[src/rtl/pipeline_stage_register.sv]
// rtl/pipeline_stage_register.sv - elastic pipeline register with 2-entry skid buffer, flush, NOP bubbles and stall counter
module pipeline_stage_register #(
  parameter int unsigned PC_WIDTH   = 32,
  parameter int unsigned DATA_WIDTH = 32,
  parameter logic [31:0] NOP_VALUE  = 32'h00000013,
  parameter int unsigned CNT_WIDTH  = 16
) (
  input  logic                  clock,
  input  logic                  reset,
  input  logic                  flush,
  input  logic                  inValid,
  output logic                  inReady,
  input  logic [PC_WIDTH-1:0]   pcIn,
  input  logic [DATA_WIDTH-1:0] instIn,
  output logic                  outValid,
  input  logic                  outReady,
  output logic [PC_WIDTH-1:0]   pcOut,
  output logic [DATA_WIDTH-1:0] instOut,
  output logic [CNT_WIDTH-1:0]  stallCount
);

  localparam logic [DATA_WIDTH-1:0] NOP_W   = DATA_WIDTH'(NOP_VALUE);
  localparam logic [CNT_WIDTH-1:0]  CNT_MAX = '1;

  logic                  main_valid_q, main_valid_d;
  logic [PC_WIDTH-1:0]   main_pc_q, main_pc_d;
  logic [DATA_WIDTH-1:0] main_inst_q, main_inst_d;
  logic                  skid_valid_q, skid_valid_d;
  logic [PC_WIDTH-1:0]   skid_pc_q, skid_pc_d;
  logic [DATA_WIDTH-1:0] skid_inst_q, skid_inst_d;
  logic [CNT_WIDTH-1:0]  stall_cnt_q, stall_cnt_d;
  logic                  accept, drain;

  // Ready depends only on skid occupancy, so it never has a path from outReady.
  assign inReady    = ~skid_valid_q;
  assign outValid   = main_valid_q;
  assign pcOut      = main_pc_q;
  assign instOut    = main_valid_q ? main_inst_q : NOP_W;
  assign stallCount = stall_cnt_q;

  assign accept = inValid & ~skid_valid_q;
  assign drain  = main_valid_q & outReady;

  always_comb begin
    main_valid_d = main_valid_q;
    main_pc_d    = main_pc_q;
    main_inst_d  = main_inst_q;
    skid_valid_d = skid_valid_q;
    skid_pc_d    = skid_pc_q;
    skid_inst_d  = skid_inst_q;
    if (flush) begin
      main_valid_d = 1'b0;
      skid_valid_d = 1'b0;
    end else if (skid_valid_q) begin
      if (drain) begin
        main_pc_d    = skid_pc_q;
        main_inst_d  = skid_inst_q;
        skid_valid_d = 1'b0;
      end
    end else if (!main_valid_q || drain) begin
      main_pc_d    = pcIn;
      main_inst_d  = instIn;
      main_valid_d = accept;
    end else if (accept) begin
      skid_pc_d    = pcIn;
      skid_inst_d  = instIn;
      skid_valid_d = 1'b1;
    end
  end

  // Counter is deliberately independent of flush so redirects don't hide stalls.
  always_comb begin
    stall_cnt_d = stall_cnt_q;
    if (main_valid_q && !outReady && stall_cnt_q != CNT_MAX)
      stall_cnt_d = stall_cnt_q + CNT_WIDTH'(1);
  end

  always_ff @(posedge clock or posedge reset) begin
    if (reset) begin
      main_valid_q <= 1'b0;
      main_pc_q    <= '0;
      main_inst_q  <= '0;
      skid_valid_q <= 1'b0;
      skid_pc_q    <= '0;
      skid_inst_q  <= '0;
      stall_cnt_q  <= '0;
    end else begin
      main_valid_q <= main_valid_d;
      main_pc_q    <= main_pc_d;
      main_inst_q  <= main_inst_d;
      skid_valid_q <= skid_valid_d;
      skid_pc_q    <= skid_pc_d;
      skid_inst_q  <= skid_inst_d;
      stall_cnt_q  <= stall_cnt_d;
    end
  end

endmodule

[config.mk]
export PLATFORM = sky130hd
export DESIGN_NAME = pipeline_stage_register
export DESIGN_NICKNAME = d
export VERILOG_FILES = /design/src/rtl/pipeline_stage_register.sv
export SDC_FILE = /design/constraint.sdc
export NUM_CORES = 1
export LEC_CHECK = 0
export BUFFER_PORTS_ARGS = -buffer_cell sky130_fd_sc_hd__clkbuf_2
export CORE_ASPECT_RATIO = 2
export CORE_UTILIZATION = 49
export CTS_CLUSTER_DIAMETER = 30
export CTS_CLUSTER_SIZE = 14
export DETAILED_ROUTE_END_ITERATION = 10
export PLACE_DENSITY = 0.82
export SYNTH_ARGS = -nofsm -noshare
export SYNTH_HDL_FRONTEND = slang
export SYNTH_SLANG_ARGS = --single-unit
[constraint.sdc]
create_clock -name clock -period 4.4 [get_ports clock]
set_input_delay 0.22 -clock clock [delete_from_list [all_inputs] [get_ports clock]]
set_output_delay 0.22 -clock clock [all_outputs]
set_load 0.1 [all_outputs]
==> results.sh <==
export IMPL_crit_buf_inv=1
export IMPL_cts_root_buffer="clkbuf_16"
export IMPL_yosysWarnings=0
export IMPL_worst_pin_slew_ps=1147
export IMPL_dieHeight_um=164.1
export IMPL_ir_worst_vdd_mv=0.4065
export IMPL_drive_gt1_frac=0.3615
export IMPL_via_count=4555
export IMPL_worstPathCellList="nand2_1 -> a21oi_4 -> buf_4 -> nor2_1 -> a21oi_1"
export IMPL_final_common_cell="clkbuf_2"
export IMPL_rsz0062_at_grt="no"
export IMPL_crit_slowest_cell="dfrtp_1"
export IMPL_rrSetupSlack_ps=1600
export IMPL_cts_max_level=4
export IMPL_clock_path_buffers=2
export IMPL_drt_iter0_drc=157
export IMPL_final_antenna_net_count=0
export IMPL_synth_top_area_cell="dfrtp_1"
export IMPL_finClkSkew_ps=9.795
export IMPL_final_min_clock_period_ps=2799
export IMPL_hpwl_um=9418
export IMPL_synth_area_leaders="dfrtp_1 57%, mux2_2 10%, mux2i_1 9.9%"
export IMPL_cts_resized=0
export IMPL_io_pins=151
export IMPL_fp_row_count=58
export IMPL_grt_max_degree=101
export IMPL_overflow=0
export IMPL_start_kind="flip-flop"
export IMPL_run_status="finished, violations left"
export IMPL_violations="negative hold slack"
export IMPL_groute_usage_overall=0.2081
export IMPL_finalHoldViolCount=6
export IMPL_cts_sinks=146
export IMPL_dieArea_mm2=0.01363
export IMPL_ys_seq_elements=146
export IMPL_drc=0
export IMPL_place_area_mm2=0.007239
export IMPL_io_buffers=150
export IMPL_max_slew_margin=0.2351
export IMPL_path_clk_slew_ps=60
export IMPL_crit_path_end_kind="flip-flop"
export IMPL_min_period_over_period=0.6361
export IMPL_post_route_util=0.6139
export IMPL_post_drt_wl_per_cell_um=16.37
export IMPL_cts_tree="yes"
export IMPL_grt_pass1_vias=4646
export IMPL_core_mm2=0.01270
export IMPL_r2r_cells=5
export IMPL_postLayoutCellArea_mm2=0.007796
export IMPL_post_cts_buffers=0
export IMPL_clk_latency_ps=410
export IMPL_timing_rr_end="pcOut[8]"
export IMPL_setup_viol=0
export IMPL_first_pass_iters=4
export IMPL_cap_violations=0
export IMPL_fin_hold_ws_ps=-11.22
export IMPL_hold_path_class="in2async"
export IMPL_clock_fmax_ghz=0.3573
export IMPL_nNetsFinal=747
export IMPL_grt_first_pass_wirelength_um=22270
export IMPL_slew_violations=0
export IMPL_area_growth_synth_to_final_pct=21.08
export IMPL_holdBufCountCts=0
export IMPL_syn_area_mm2=0.006439
export IMPL_reg2reg_from="outValid"
export IMPL_leakagePower_nw=3.585
export IMPL_wl_um=13680
export IMPL_p_per_area_mw_per_mm2=584.5
export IMPL_cp_num_cells=5
export IMPL_antennaDiodeCount=0
export IMPL_fin_setup_tns_ps=0
export IMPL_numCtsBuffers=17
export IMPL_mostFrequentLayoutCells="150 x clkbuf_2, 145 x dfrtp_1, 67 x nor2_1, 67 x a21oi_1, 64 x mux2i_1"
export IMPL_antenna_found_initial=0
export IMPL_seq_area_frac_synth=0.5674
export IMPL_cp_arrival_ps=3130
export IMPL_start_util=0.5070
export IMPL_crit_family="flip-flops"
export IMPL_path_class="reg2reg"
export IMPL_die_w_um=83.06
export IMPL_crit_path_max_incr_delay_ps=1080
export IMPL_yosys_area_top_type_share=0.5674
export IMPL_gp_congestion=0.7690
export IMPL_synthCells=535
export IMPL_syn_avg_cell_area_um2=12.03
export IMPL_drt_vias_per_instance=5.449
export IMPL_required_ps=4730
export IMPL_syn_nets=605
export IMPL_crit_start="outValid"
export IMPL_synthDistinctLibCells=34
export IMPL_crit_fanout=40
export IMPL_endpoint="pcOut[8]"
report_power, final:
part           switching, mW  internal [mW]
Clock                  0.503          0.863
Combinational           1.04          0.331
Sequential             0.180           1.64
Total                   1.73           2.83
through the flow:
step | power, mW | worst slack (ps) | std cells
after floorplan | 2.943 | 257.0 | 535
after global placement | 3.160 | 1749 | 808
after detailed placement | 3.219 | 1546 | 808
after CTS | 4.592 | 1543 | 836
after global routing | 4.735 | 1332 | 836
final | 4.557 | 1601 | 836
how the worst min path moves through the flow:
stage                        start            end  slack (ps)  depth (start not counted)
after global routing      pcIn[10]  skid_pc_q[10]          50                          2
after floorplan              flush       outValid         280                          1
final                        reset   skid_pc_q[7]         -10                          2
after CTS                    reset   skid_pc_q[7]          30                          2
after detailed placement  outReady   skid_valid_q         460                          2
after global placement       reset  skid_pc_q[11]         450                          2
cell type report:
class | count | area [um2]
clock buffers | 22 | 474.2
clock inverters | 6 | 82.58
fillers | 1005 | 4903
inverters | 3 | 16.27
multi-input cells | 352 | 2562
flip-flops and latches | 146 | 3657
well taps | 150 | 187.7
repair buffers | 157 | 815.8
logic make-up after synthesis:
family	count (synthesis)	synth area share
flops	146	0.5674
simple gates	136	0.1063
xor+xnor	12	0.01632
buf+inv	37	0.03634
compound gates	74	0.05849
fa+ha+maj	1	0.001943
mux	129	0.2132
sequential cells by signal (all words and copies together) (netlist names):
signal / cells
main_inst_q: 32
outValid: 1
pcOut: 32
skid_inst_q: 32
skid_pc_q: 32
skid_valid_q: 1
stallCount: 16
Yosys cell counts:
cell type and number:
nand2b_4 1, xor2_1 12, and4_1 2, nor4_2 1
mux2i_1 64, buf_4 6, nand2_1 7, nand2b_1 3
and2_1 29, mux2_1 8, a31oi_1 1, a21oi_1 68
or3_1 1, buf_6 7, and3_1 1, nor2_1 67
and4b_1 1, o21ai_0 3, inv_1 2, mux2_2 57
nor4_1 5, dfrtp_1 146, inv_2 1, clkbuf_1 5
nor3_4 1, nor3_1 5, nand4_1 3, nor3b_1 1
o21a_1 1, buf_2 16, a211oi_1 1, ha_1 1
nand3_1 7, or2_2 1
per-layer routing:
layer  track usage  vias up  share of wire
met5             0        -              0
met4        0.1027        0          0.029
met3       0.04322       29          0.036
met2        0.3770      134           0.55
met1        0.2298     2256           0.39
li1              -     2136              -
No activity file was read; power rests on OpenSTA's default activity.
